==> config.mk <==
export PLATFORM = sky130hd
export DESIGN_NAME = uart_cmd_parser
export DESIGN_NICKNAME = d
export VERILOG_FILES = /design/src/rtl/uart_cmd_pkg.sv /design/src/rtl/cmd_timeout_cnt.sv /design/src/rtl/uart_cmd_parser.sv
export SDC_FILE = /design/constraint.sdc
export NUM_CORES = 1
export LEC_CHECK = 0
export ABC_AREA = 1
export ABC_CLOCK_PERIOD_IN_PS = 6800
export BUFFER_PORTS_ARGS = -buffer_cell sky130_fd_sc_hd__buf_2
export CAP_MARGIN = 20
export CORE_ASPECT_RATIO = 0.7
export CORE_UTILIZATION = 46
export CTS_BUF_LIST = sky130_fd_sc_hd__clkbuf_8
export DETAILED_ROUTE_END_ITERATION = 7
export PLACE_DENSITY_LB_ADDON = 0.05
export SLEW_MARGIN = 20
export SYNTH_ARGS = -nofsm -noshare
export SYNTH_HDL_FRONTEND = slang
export SYNTH_SLANG_ARGS = --single-unit
==> constraint.sdc <==
create_clock -name clk -period 6.8 [get_ports clk]
set_input_delay 1.36 -clock clk [delete_from_list [all_inputs] [get_ports clk]]
set_output_delay 1.36 -clock clk [all_outputs]
set_load 0.005 [all_outputs]
==> src/rtl/uart_cmd_pkg.sv <==
`default_nettype none
// ============================================================================
//  Module   : uart_cmd_pkg
//  Purpose  : Shared constants for the UART command parser. Contains the
//             ASCII command codes, the parser states, the strobe bit
//             positions and a two-digit decimal helper.
//  Revision : 1.0 - initial release
// ============================================================================
package uart_cmd_pkg;

    // Command characters recognised in IDLE
    localparam logic [7:0] CMD_RUN   = 8'h72;  // 'r'
    localparam logic [7:0] CMD_STOP  = 8'h73;  // 's'
    localparam logic [7:0] CMD_CLEAR = 8'h63;  // 'c'
    localparam logic [7:0] CMD_LEFT  = 8'h4C;  // 'L'
    localparam logic [7:0] CMD_RIGHT = 8'h52;  // 'R'
    localparam logic [7:0] CMD_UP    = 8'h2B;  // '+'
    localparam logic [7:0] CMD_DOWN  = 8'h2D;  // '-'
    localparam logic [7:0] CMD_FMT   = 8'h46;  // 'F'
    localparam logic [7:0] CMD_WTCH  = 8'h4D;  // 'M'
    localparam logic [7:0] CMD_CALIB = 8'h43;  // 'C'
    localparam logic [7:0] CMD_SETT  = 8'h54;  // 'T'
    localparam logic [7:0] ASCII_CR  = 8'h0D;
    localparam logic [7:0] ASCII_LF  = 8'h0A;
    localparam logic [7:0] ASCII_0   = 8'h30;
    localparam logic [7:0] ASCII_9   = 8'h39;

    // Parser states, explicitly encoded
    typedef enum logic [1:0] {
        ST_IDLE  = 2'd0,
        ST_DIGIT = 2'd1,
        ST_TERM  = 2'd2
    } state_t;

    // cmd_btn bit positions {R, L, U, D}
    localparam int unsigned BTN_R = 3;
    localparam int unsigned BTN_L = 2;
    localparam int unsigned BTN_U = 1;
    localparam int unsigned BTN_D = 0;

    // cmd_tog bit positions {fmt, wtch, calib}
    localparam int unsigned TOG_FMT   = 2;
    localparam int unsigned TOG_WTCH  = 1;
    localparam int unsigned TOG_CALIB = 0;

    // tens*10 + units in 7-bit arithmetic (max 99)
    function automatic logic [6:0] two_digit(input logic [3:0] tens,
                                             input logic [3:0] units);
        return 7'(tens) * 7'd10 + 7'(units);
    endfunction

endpackage
`default_nettype wire

==> src/rtl/cmd_timeout_cnt.sv <==
`default_nettype none
// ============================================================================
//  Module   : cmd_timeout_cnt
//  Purpose  : Inactivity counter for set-time sentences. Clears on clr.
//             Counts while en is high. Flags expire combinationally in the
//             cycle that the count sits at TIMEOUT_CYC-1 and no clear is
//             pending.
//  Revision : 1.0 - initial release
// ============================================================================
module cmd_timeout_cnt #(
    parameter int unsigned TIMEOUT_CYC = 100_000_000
) (
    input  logic clk,
    input  logic rst,
    input  logic clr,
    input  logic en,
    output logic expire
);

    localparam int unsigned            c_cnt_w = $clog2(TIMEOUT_CYC);
    localparam logic [c_cnt_w-1:0]     c_last  = c_cnt_w'(TIMEOUT_CYC - 1);
    localparam logic [c_cnt_w-1:0]     c_one   = c_cnt_w'(1);

    logic [c_cnt_w-1:0] r_cnt;

    // Idle-cycle counter: cleared by traffic or by leaving the sentence
    always_ff @(posedge clk) begin
        if (rst || clr) begin
            r_cnt <= '0;
        end else if (en) begin
            r_cnt <= r_cnt + c_one;
        end
    end

    // A byte in the expiry cycle suppresses the timeout
    assign expire = en && !clr && (r_cnt == c_last);

endmodule
`default_nettype wire

==> src/rtl/uart_cmd_parser.sv <==
`default_nettype none
// ============================================================================
//  Module   : uart_cmd_parser
//  Purpose  : Turns received UART bytes into one-cycle button and toggle
//             strobes. Also decodes "T" + six digits + CR/LF into a range-
//             checked hour/min/sec load. Bad or stalled sentences raise err.
//  Revision : 1.0 - initial release
// ============================================================================
module uart_cmd_parser
    import uart_cmd_pkg::*;
#(
    parameter int unsigned TIMEOUT_CYC = 100_000_000
) (
    input  logic       clk,
    input  logic       rst,
    input  logic [7:0] rx_data,
    input  logic       rx_valid,
    output logic [3:0] cmd_btn,
    output logic [2:0] cmd_tog,
    output logic       set_valid,
    output logic [4:0] set_hour,
    output logic [5:0] set_min,
    output logic [5:0] set_sec,
    output logic       err
);

    state_t      r_state, w_state_nxt;
    logic [2:0]  r_idx, w_idx_nxt;
    logic [3:0]  r_digit [0:5];
    logic        w_digit_we;
    logic        w_is_digit;
    logic [3:0]  w_digit_val;
    logic        w_is_term;
    logic        w_expire;
    logic [6:0]  w_hour, w_min, w_sec;
    logic        w_time_ok;

    logic [3:0]  w_btn_nxt;
    logic [2:0]  w_tog_nxt;
    logic        w_set_nxt;
    logic        w_err_nxt;

    logic [3:0]  r_cmd_btn;
    logic [2:0]  r_cmd_tog;
    logic        r_set_valid;
    logic        r_err;
    logic [4:0]  r_set_hour;
    logic [5:0]  r_set_min;
    logic [5:0]  r_set_sec;

    assign w_is_digit  = (rx_data >= ASCII_0) && (rx_data <= ASCII_9);
    // For 0x30..0x39 the low nibble equals rx_data - 0x30
    assign w_digit_val = rx_data[3:0];
    assign w_is_term   = (rx_data == ASCII_CR) || (rx_data == ASCII_LF);

    assign w_hour    = two_digit(r_digit[0], r_digit[1]);
    assign w_min     = two_digit(r_digit[2], r_digit[3]);
    assign w_sec     = two_digit(r_digit[4], r_digit[5]);
    assign w_time_ok = (w_hour <= 7'd23) && (w_min <= 7'd59) && (w_sec <= 7'd59);

    cmd_timeout_cnt #(
        .TIMEOUT_CYC (TIMEOUT_CYC)
    ) u_timeout (
        .clk    (clk),
        .rst    (rst),
        .clr    (rx_valid || (r_state == ST_IDLE)),
        .en     (r_state != ST_IDLE),
        .expire (w_expire)
    );

    // Next-state and strobe decode; a byte always takes priority over expiry
    always_comb begin
        w_state_nxt = r_state;
        w_idx_nxt   = r_idx;
        w_digit_we  = 1'b0;
        w_btn_nxt   = '0;
        w_tog_nxt   = '0;
        w_set_nxt   = 1'b0;
        w_err_nxt   = 1'b0;
        case (r_state)
            ST_IDLE: begin
                w_idx_nxt = 3'd0;
                if (rx_valid) begin
                    case (rx_data)
                        CMD_RUN, CMD_STOP, CMD_RIGHT: w_btn_nxt[BTN_R]     = 1'b1;
                        CMD_LEFT, CMD_CLEAR:          w_btn_nxt[BTN_L]     = 1'b1;
                        CMD_UP:                       w_btn_nxt[BTN_U]     = 1'b1;
                        CMD_DOWN:                     w_btn_nxt[BTN_D]     = 1'b1;
                        CMD_FMT:                      w_tog_nxt[TOG_FMT]   = 1'b1;
                        CMD_WTCH:                     w_tog_nxt[TOG_WTCH]  = 1'b1;
                        CMD_CALIB:                    w_tog_nxt[TOG_CALIB] = 1'b1;
                        CMD_SETT:                     w_state_nxt          = ST_DIGIT;
                        default: ;
                    endcase
                end
            end
            ST_DIGIT: begin
                if (rx_valid) begin
                    if (w_is_digit) begin
                        w_digit_we = 1'b1;
                        if (r_idx == 3'd5) begin
                            w_state_nxt = ST_TERM;
                            w_idx_nxt   = 3'd0;
                        end else begin
                            w_idx_nxt = r_idx + 3'd1;
                        end
                    end else begin
                        w_err_nxt   = 1'b1;
                        w_state_nxt = ST_IDLE;
                        w_idx_nxt   = 3'd0;
                    end
                end else if (w_expire) begin
                    w_err_nxt   = 1'b1;
                    w_state_nxt = ST_IDLE;
                    w_idx_nxt   = 3'd0;
                end
            end
            ST_TERM: begin
                if (rx_valid) begin
                    w_state_nxt = ST_IDLE;
                    w_idx_nxt   = 3'd0;
                    if (w_is_term && w_time_ok) begin
                        w_set_nxt = 1'b1;
                    end else begin
                        w_err_nxt = 1'b1;
                    end
                end else if (w_expire) begin
                    w_err_nxt   = 1'b1;
                    w_state_nxt = ST_IDLE;
                    w_idx_nxt   = 3'd0;
                end
            end
            default: begin
                w_state_nxt = ST_IDLE;
                w_idx_nxt   = 3'd0;
            end
        endcase
    end

    // State and digit-index register
    always_ff @(posedge clk) begin
        if (rst) begin
            r_state <= ST_IDLE;
            r_idx   <= 3'd0;
        end else begin
            r_state <= w_state_nxt;
            r_idx   <= w_idx_nxt;
        end
    end

    // Digit capture for the set-time sentence
    always_ff @(posedge clk) begin
        if (rst) begin
            for (int i = 0; i < 6; i++) begin
                r_digit[i] <= 4'd0;
            end
        end else if (w_digit_we) begin
            r_digit[r_idx] <= w_digit_val;
        end
    end

    // Registered strobes, plus the time fields that load only with set_valid
    always_ff @(posedge clk) begin
        if (rst) begin
            r_cmd_btn   <= '0;
            r_cmd_tog   <= '0;
            r_set_valid <= 1'b0;
            r_err       <= 1'b0;
            r_set_hour  <= '0;
            r_set_min   <= '0;
            r_set_sec   <= '0;
        end else begin
            r_cmd_btn   <= w_btn_nxt;
            r_cmd_tog   <= w_tog_nxt;
            r_set_valid <= w_set_nxt;
            r_err       <= w_err_nxt;
            if (w_set_nxt) begin
                r_set_hour <= w_hour[4:0];
                r_set_min  <= w_min[5:0];
                r_set_sec  <= w_sec[5:0];
            end
        end
    end

    assign cmd_btn   = r_cmd_btn;
    assign cmd_tog   = r_cmd_tog;
    assign set_valid = r_set_valid;
    assign err       = r_err;
    assign set_hour  = r_set_hour;
    assign set_min   = r_set_min;
    assign set_sec   = r_set_sec;

endmodule
`default_nettype wire

==> metrics.md, run 1 <==
| Metric | Value |
|---|---|
| Max IR drop VDD | `0.119 mV` |
| Gate power share | `8.5%` |
| Count of cell types in the netlist | `39` |
| Seq/Total Area, Yosys | `39.5%` |
| Vias in the first global route | `3,743` |
| Initial drt markers | `234` |
| CTS Buf Count | `9` |
| RePlAce Congestion | `0.919` |
| First-pass GRT wire length | `18,700 µm` |
| Syn_nets | `678` |
| CTS tree | `built` |
| Worst setup EP type | `flop` |
| Post-Syn Instances | `638` |
| Clk sinks | `82` |
| Wire per inst | `13.7 µm` |
| Cell Area, Synth | `4760 µm²` |
| Tot Pwr | `1.02 mW` |
| Outcome | `complete, no violations` |
| DP HPWL | `8620 µm` |
| Ant diodes | `0` |
| Worst EP arrival | `3.60 ns` |
| Hold Violations, Final | `0` |
| Avg Cell Area, Syn | `7.46 µm²` |
| Max Cap Viol | `0` |
| Routed Antenna Nets | `0` |
| Chip Width | `124 µm` |
| Sequential Power Share | `50.3%` |
| Internal | `772 µW` |
| Die Y | `87.1 µm` |
| Largest net degree at the start of global routing | `26` |
| IO Port Bufs | `36` |
| I/O pins | `37` |
| Htree depth | `3` |
| Final setup viols | `0` |
| Leak | `2.21 nW` |
| Rows | `30` |
| Share of layout cells above drive strength 1 | `14.7%` |
| Total wire length | `11,100 µm` |
| Max Clk Rate | `0.299 GHz` |
| Min Tclk post-route | `3.34 ns` |
| Switching share of power | `24.1%` |
| Vias post-DR | `4,134` |
| Post-CTS setup buffer count | `0` |
| Final worst path period share | `49.2%` |
| Layout area overhead | `11.1%` |
| Final Max Slew Viols | `0` |
| Synthesized flop and latch total | `82` |
| Yosys Warn Count | `0` |
| GRT overflow | `0` |
| Worst Path Max Fanout | `11` |
| WS Path Type | `reg2reg` |
| Post-CTS Hold Buffers | `0` |
| Post-CTS Resized | `0` |
| Ys flop type | `dfxtp_1` |
| Async S/R FF share, synth | `0%` |
| Final nets | `715` |
| Switching Power | `246 µW` |
| CORE AREA | `9870 µm²` |
| Worst skew pair latency | `0.36 ns` |
| DR vias/cell | `5.12` |
| CTS Buffer Depth | `2` |
| RSZ-0062 raised after global routing | `false` |
| Antenna violations before repair | `0` |
| Pwr per Cell Area | `192 nW/µm²` |
| Worst slew pin tran | `0.796 ns` |
| Post-synth EDFFs | `24` |
| Setup TNS | `0 ns` |
| Worst Skew | `0.0116 ns` |
| Initial core utilization | `48.2%` |
| Die area | `10,800 µm²` |
| Worst path required time | `7.06 ns` |
| GRT Util Overall | `22.9%` |
| Slew HR | `46.9%` |
| DRT Pass-1 Iters | `5` |
| Post-route DRC | `0` |
| Clock-pin slew on the worst setup and hold paths | `0.09 ns` |
| Root buffer cell | `clkbuf_8` |
| Worst Hold Class | `reg2reg` |
| Clock power frac | `41.2%` |
| CP Launch Type | `flop` |
==> through the flow <==
step           setup WS [ns]  cells  util [%]  area [µm²]  hold slack, ns
2_1_floorplan           4.11    638         -        4760           0.417
3_3_place_gp            3.54    792      51.2        5050           0.437
3_5_place_dp            3.43    792      51.2        5050           0.446
4_1_cts                 3.44    808      53.6        5290           0.462
5_1_grt                 3.14    808      53.6        5290           0.488
6_report                3.46    808      53.6        5290           0.470
==> final cells by class <==
| class | count | area [µm²] |
|---|---|---|
| clock buffer | 12 | 165 |
| clock inverter | 4 | 71.3 |
| fill | 949 | 4580 |
| inverter | 101 | 379 |
| multi-input combinational | 445 | 2450 |
| sequential | 82 | 1880 |
| tap | 128 | 160 |
| timing repair buffer | 36 | 180 |
==> worst max-delay path: stages, from the launching register on <==
cell      delay, ns
edfxtp_1       0.47
ha_1           0.33
ha_1           0.19
inv_1          0.06
fa_1           0.48
nor2_4         0.15
nand3b_1       0.08
nand3_1        0.07
nand2_1        0.16
nor2_4         0.16
nand3_1        0.08
nor2_1         0.60
nand3_1        0.20
nor2_1         0.15
nor2_1         0.06
==> routing by layer <==
layer,vias to the layer above,wire length [µm],global-route usage [%]
met3,6,681,6.02
met1,1881,6070,36.0
li1,2139,-,-
met5,-,0,0
met2,108,4250,30.6
met4,0,70,4.71
==> cell families after synthesis <==
group                      synth area share [%]
and+or+nand+nor                            34.1
buffers and inverters                      8.97
DFF                                        39.5
AOI/OAI and AO/OA                          6.23
adders and majority gates                  8.57
xor gates and xnor gates                   2.58
==> power by group through the flow <==
stage               logic, mW  registers (mW)  clock network [mW]
floorplan              0.0632           0.521                   0
global placement       0.0843           0.524                   0
detailed placement     0.0858           0.524                   0
CTS                    0.0863           0.512               0.429
global route            0.100           0.513               0.449
finish                 0.0863           0.512               0.419
==> layout by cell type, fill, tap and decap left out, types with 2 or more instances in the layout <==
| cell | instances |
|---|---|
| nor2_2 | 9 |
| nand3_2 | 6 |
| nand4_1 | 27 |
| or2_2 | 4 |
| nor3_1 | 14 |
| xor2_1 | 11 |
| a21oi_1 | 37 |
| nand2_2 | 4 |
| o21ai_0 | 10 |
| nor4_1 | 3 |
| clkbuf_8 | 12 |
| xnor2_1 | 3 |
| bufinv_16 | 2 |
| fa_1 | 6 |
| nor2_4 | 4 |
| inv_1 | 85 |
| inv_2 | 16 |
| edfxtp_1 | 24 |
| nand2_1 | 134 |
| o21ai_1 | 3 |
| nor3_2 | 2 |
| buf_2 | 36 |
| dfxtp_1 | 58 |
| nand3_1 | 46 |
| ha_1 | 23 |
| nor2_1 | 85 |
| nand3b_1 | 3 |
==> flip-flops by register name, summed over array words and instances (netlist names) <==
signal and cells:
set_hour 5, r_state 2, cmd_btn 4, set_min 6, set_valid 1, r_digit 24, err 1, set_sec 6
u_timeout.r_cnt 27, cmd_tog 3, r_idx 3
==> path summary, 6_finish.rpt <==
| check | from | end | slack (ns) | depth (start not counted) |
|---|---|---|---|---|
| setup / recovery | r_digit[2][1]$_SDFFCE_PN0P_ | set_hour[3]$_SDFFE_PP0P_ | 3.46 | 14 |
| hold / removal | u_timeout.r_cnt[0]$_SDFFE_PP0N_ | u_timeout.r_cnt[0]$_SDFFE_PP0N_ | 0.47 | 1 |
| setup reg to reg | r_digit[2][1]$_SDFFCE_PN0P_ | set_hour[3]$_SDFFE_PP0P_ | 3.46 | 14 |
| hold reg to reg | u_timeout.r_cnt[0]$_SDFFE_PP0N_ | u_timeout.r_cnt[0]$_SDFFE_PP0N_ | 0.47 | 1 |
==> synth_stat cells, drive strengths merged, types with 5 or more instances <==
library cell	number	area (µm²)
or2	5	31.3
dfxtp	58	1160
edfxtp	24	721
ha	23	288
fa	6	120
xor2	11	96.3
nor3	16	90.1
clkbuf	6	22.5
nand2	138	528
nand4	28	181
inv	101	379
o21ai	13	65.1
a21oi	37	185
nand3	52	290
nor2	98	420
(Power assumes the default switching activity.)
==> inputs of run 2 (changes only) <==
Settings changed: ABC_CLOCK_PERIOD_IN_PS 6800 to 3400.
Clock period 6.8 ns to 3.4 ns, I/O delays scaled along.
==> run 2 against run 1 <==
Against the previous run:
- sequential power is 99% higher
- clock-buffer cell count is 3 lower
- via count hardly changed
- die area stayed put
- hold slack hardly changed
- first-iteration DRC count is 24% higher
- final area is 0.69% lower
- largest power group unchanged
- clock skew is 0.0030 ns lower
- largest cell class unchanged
==> metrics.md, run 2 (synthesis gave the netlist of run 1 again) <==
| Metric | Value |
|---|---|
| Largest register FFs | `27 (unchanged)` |
| Worst EP arrival | `3.15 ns (-0.45 ns)` |
| Sequential Power Share | `56.0% (+5.7 points)` |
| Cell repeated most along the worst path | `nor2_4` |
| Outcome | `complete, no violations` |
| CTS Buffer Depth | `2 (unchanged)` |
| Crit path depth | `14 (unchanged)` |
| Flop-to-flop setup slack | `0.51 ns (-2.95 ns)` |
| CORE AREA | `9870 µm² (unchanged)` |
| Slowest stage delay, CP | `0.47 ns (-0.13 ns)` |
| GRT Util Overall | `22.1% (-0.76 points)` |
| Clock-pin slew on the worst setup and hold paths | `0.09 ns (about the same)` |
| Final worst path period share | `85.1% (+36 points)` |
| GRT overflow | `0 (unchanged)` |
| Gate power share | `9.5% (+1.0 points)` |
| IO Port Bufs | `36 (unchanged)` |
| Reg2Reg Launch Point | `r_digit[2][1]$_SDFFCE_PN0P_` |
| CP Launch Point | `r_digit[2][1]$_SDFFCE_PN0P_` |
| Final Max Slew Viols | `0 (unchanged)` |
| Die area | `10,800 µm² (unchanged)` |
| Internal | `1.33 mW (+73%)` |
| Hold_sp | `u_timeout.r_cnt[0]$_SDFFE_PP0N_` |
| Chip Width | `124 µm (unchanged)` |
| CP endpoint | `set_min[4]$_SDFFE_PP0P_` |
| Final Worst Setup Slack | `0.505 ns (-2.95 ns)` |
| Vias post-DR | `4,135 (+0.024%)` |
| Clock power frac | `34.5% (-6.7 points)` |
| Commonest non-fill, non-tap cell in the layout | `nand2_1` |
| Share of layout cells above drive strength 1 | `15.1% (+0.35 points)` |
| Multi-input gate area | `2450 µm² (unchanged)` |
| Worst skew pair latency | `0.36 ns (about the same)` |
| Initial drt markers | `290 (+24%)` |
| Final nets | `719 (+0.56%)` |
| Post-CTS Resized | `0 (unchanged)` |
| Worst path required time | `3.66 ns (-3.40 ns)` |
| Switching Power | `494 µW (+100%)` |
| DR vias/cell | `5.09 (-0.47%)` |
| Vias in the first global route | `3,692 (-1.4%)` |
| Most frequent cells in the layout | `134 x nand2_1, 85 x inv_1, 85 x nor2_1` |
| Htree depth | `3 (unchanged)` |
| Max IR drop VDD | `0.298 mV (+150%)` |
| Setup TNS | `0 ns (unchanged)` |
| Tot Pwr | `1.83 mW (+80%)` |
| CTS Buf Count | `9 (unchanged)` |
| RSZ-0062 raised after global routing | `false` |
| Worst Path Max Fanout | `19 (+8)` |
| Layout area overhead | `10.4%` |
| Initial core utilization | `48.2% (unchanged)` |
| Max Cap Viol | `0 (unchanged)` |
| Flip-flop and latch area | `1880 µm² (unchanged)` |
| # fillers | `949 (unchanged)` |
| Biggest regs | `u_timeout.r_cnt: 27 flops, r_digit: 24 flops` |
| Post-CTS setup buffer count | `0 (unchanged)` |
| DRT Pass-1 Iters | `5 (unchanged)` |
| CP Launch Type | `flop` |
| Slew HR | `49.2% (+2.3 points)` |
| Fin area | `5250 µm² (-0.69%)` |
| Rows | `30 (unchanged)` |
| Clk sinks | `82 (unchanged)` |
| Worst setup EP type | `flop` |
| Crit-path cells | `ha_1, ha_1, inv_1, fa_1, nor2_4, nand3b_1, nand3_1, nand2_1, nor2_4, nand3_2, nor2_4, nand3_1, nand2_1, nor2_1` |
| Post-route DRC | `0 (unchanged)` |
| Worst path slowest cell | `fa_1` |
| First-pass GRT wire length | `18,000 µm (-3.6%)` |
| Die Y | `87.1 µm (unchanged)` |
| Post-CTS Hold Buffers | `0 (unchanged)` |
| Worst Hold Class | `reg2reg` |
| Placed instance area | `5080 µm² (+0.59%)` |
| R2R Path End | `set_min[4]$_SDFFE_PP0P_` |
| CTS tree | `built` |
| Reg2reg path depth | `14 (unchanged)` |
| Wire per inst | `13.4 µm (-2.5%)` |
| Leak | `2.19 nW (-0.89%)` |
| Worst Skew | `0.00853 ns (-0.00302 ns)` |
| RePlAce Congestion | `0.841 (-8.5%)` |
| Final setup viols | `0 (unchanged)` |
| Antenna violations before repair | `0 (unchanged)` |
| Switching share of power | `27.1% (+2.9 points)` |
| Routed Antenna Nets | `0 (unchanged)` |
| Ant diodes | `0 (unchanged)` |
| Most flops, register | `u_timeout.r_cnt` |
| Total wire length | `10,900 µm (-2.0%)` |
| Worst slew pin tran | `0.761 ns (-0.0343 ns)` |
| DP HPWL | `8650 µm (+0.35%)` |
| Hold Slack | `0.470 ns (+0.000343 ns)` |
| Delay-heaviest family, CP | `simple AND/OR/NAND/NOR gates` |
| Root buffer cell | `clkbuf_8` |
| Pwr per Cell Area | `348 nW/µm² (+81%)` |
| Min Tclk post-route | `2.89 ns (-0.450 ns)` |
| I/O pins | `37 (unchanged)` |
| Pre-CTS WS | `0.544 ns (-2.89 ns)` |
| Largest net degree at the start of global routing | `23 (-12%)` |
| Max Clk Rate | `0.345 GHz (+16%)` |
| WS Path Type | `reg2reg` |
| Worst path buffer plus inverter count | `1 (unchanged)` |
| Hold Violations, Final | `0 (unchanged)` |
-- run 2: changes by cell type in the layout (fill, tap and decap cells not counted) --
cell / delta
buf_4: +4
clkbuf_8: -3
bufinv_16: -2
clkinv_4: +2
clkinvlp_4: +2
clkinv_1: +1
clkinv_2: +1
inv_4: -1
-- run 2: metrics by stage --
stage | instances | util (%)
final | 812 | 53.2
after global routing | 812 | 53.2
after detailed placement | 796 | 51.5
after global placement | 796 | 51.5
after CTS | 812 | 53.2
after floorplan | 638 | -
-- run 2: metal layers --
layer	share of wire, %	track usage (%)
met5	0	0
met4	0.77	4.16
met3	6.4	7.26
met2	38	29.1
met1	55	34.4
-- run 2: how the worst min path moves through the flow --
stage | to | slack, ns | depth (start not counted)
6_report | u_timeout.r_cnt[0]$_SDFFE_PP0N_ | 0.47 | 1
5_1_grt | set_sec[5]$_SDFFE_PP0P_ | 0.51 | 2
4_1_cts | u_timeout.r_cnt[0]$_SDFFE_PP0N_ | 0.47 | 1
3_5_place_dp | u_timeout.r_cnt[0]$_SDFFE_PP0N_ | 0.44 | 1
3_3_place_gp | u_timeout.r_cnt[0]$_SDFFE_PP0N_ | 0.44 | 1
2_1_floorplan | u_timeout.r_cnt[0]$_SDFFE_PP0N_ | 0.42 | 1
-- run 2: final cells by class --
type                    count  area share [%]
clock buffers               9            2.36
clock inverters             7           0.882
inverters                 101            7.22
multi-input cells         445            46.7
flip-flops and latches     82            35.8
well taps                 128            3.05
repair buffers             40            4.00
-- run 2: power by group through the flow --
stage               Clock [mW]  Sequential [mW]  Combinational (mW)
floorplan                    0             1.04               0.126
global placement             0             1.05               0.171
detailed placement           0             1.05               0.173
CTS                      0.648             1.02               0.174
global route             0.698             1.02               0.201
finish                   0.630             1.02               0.174
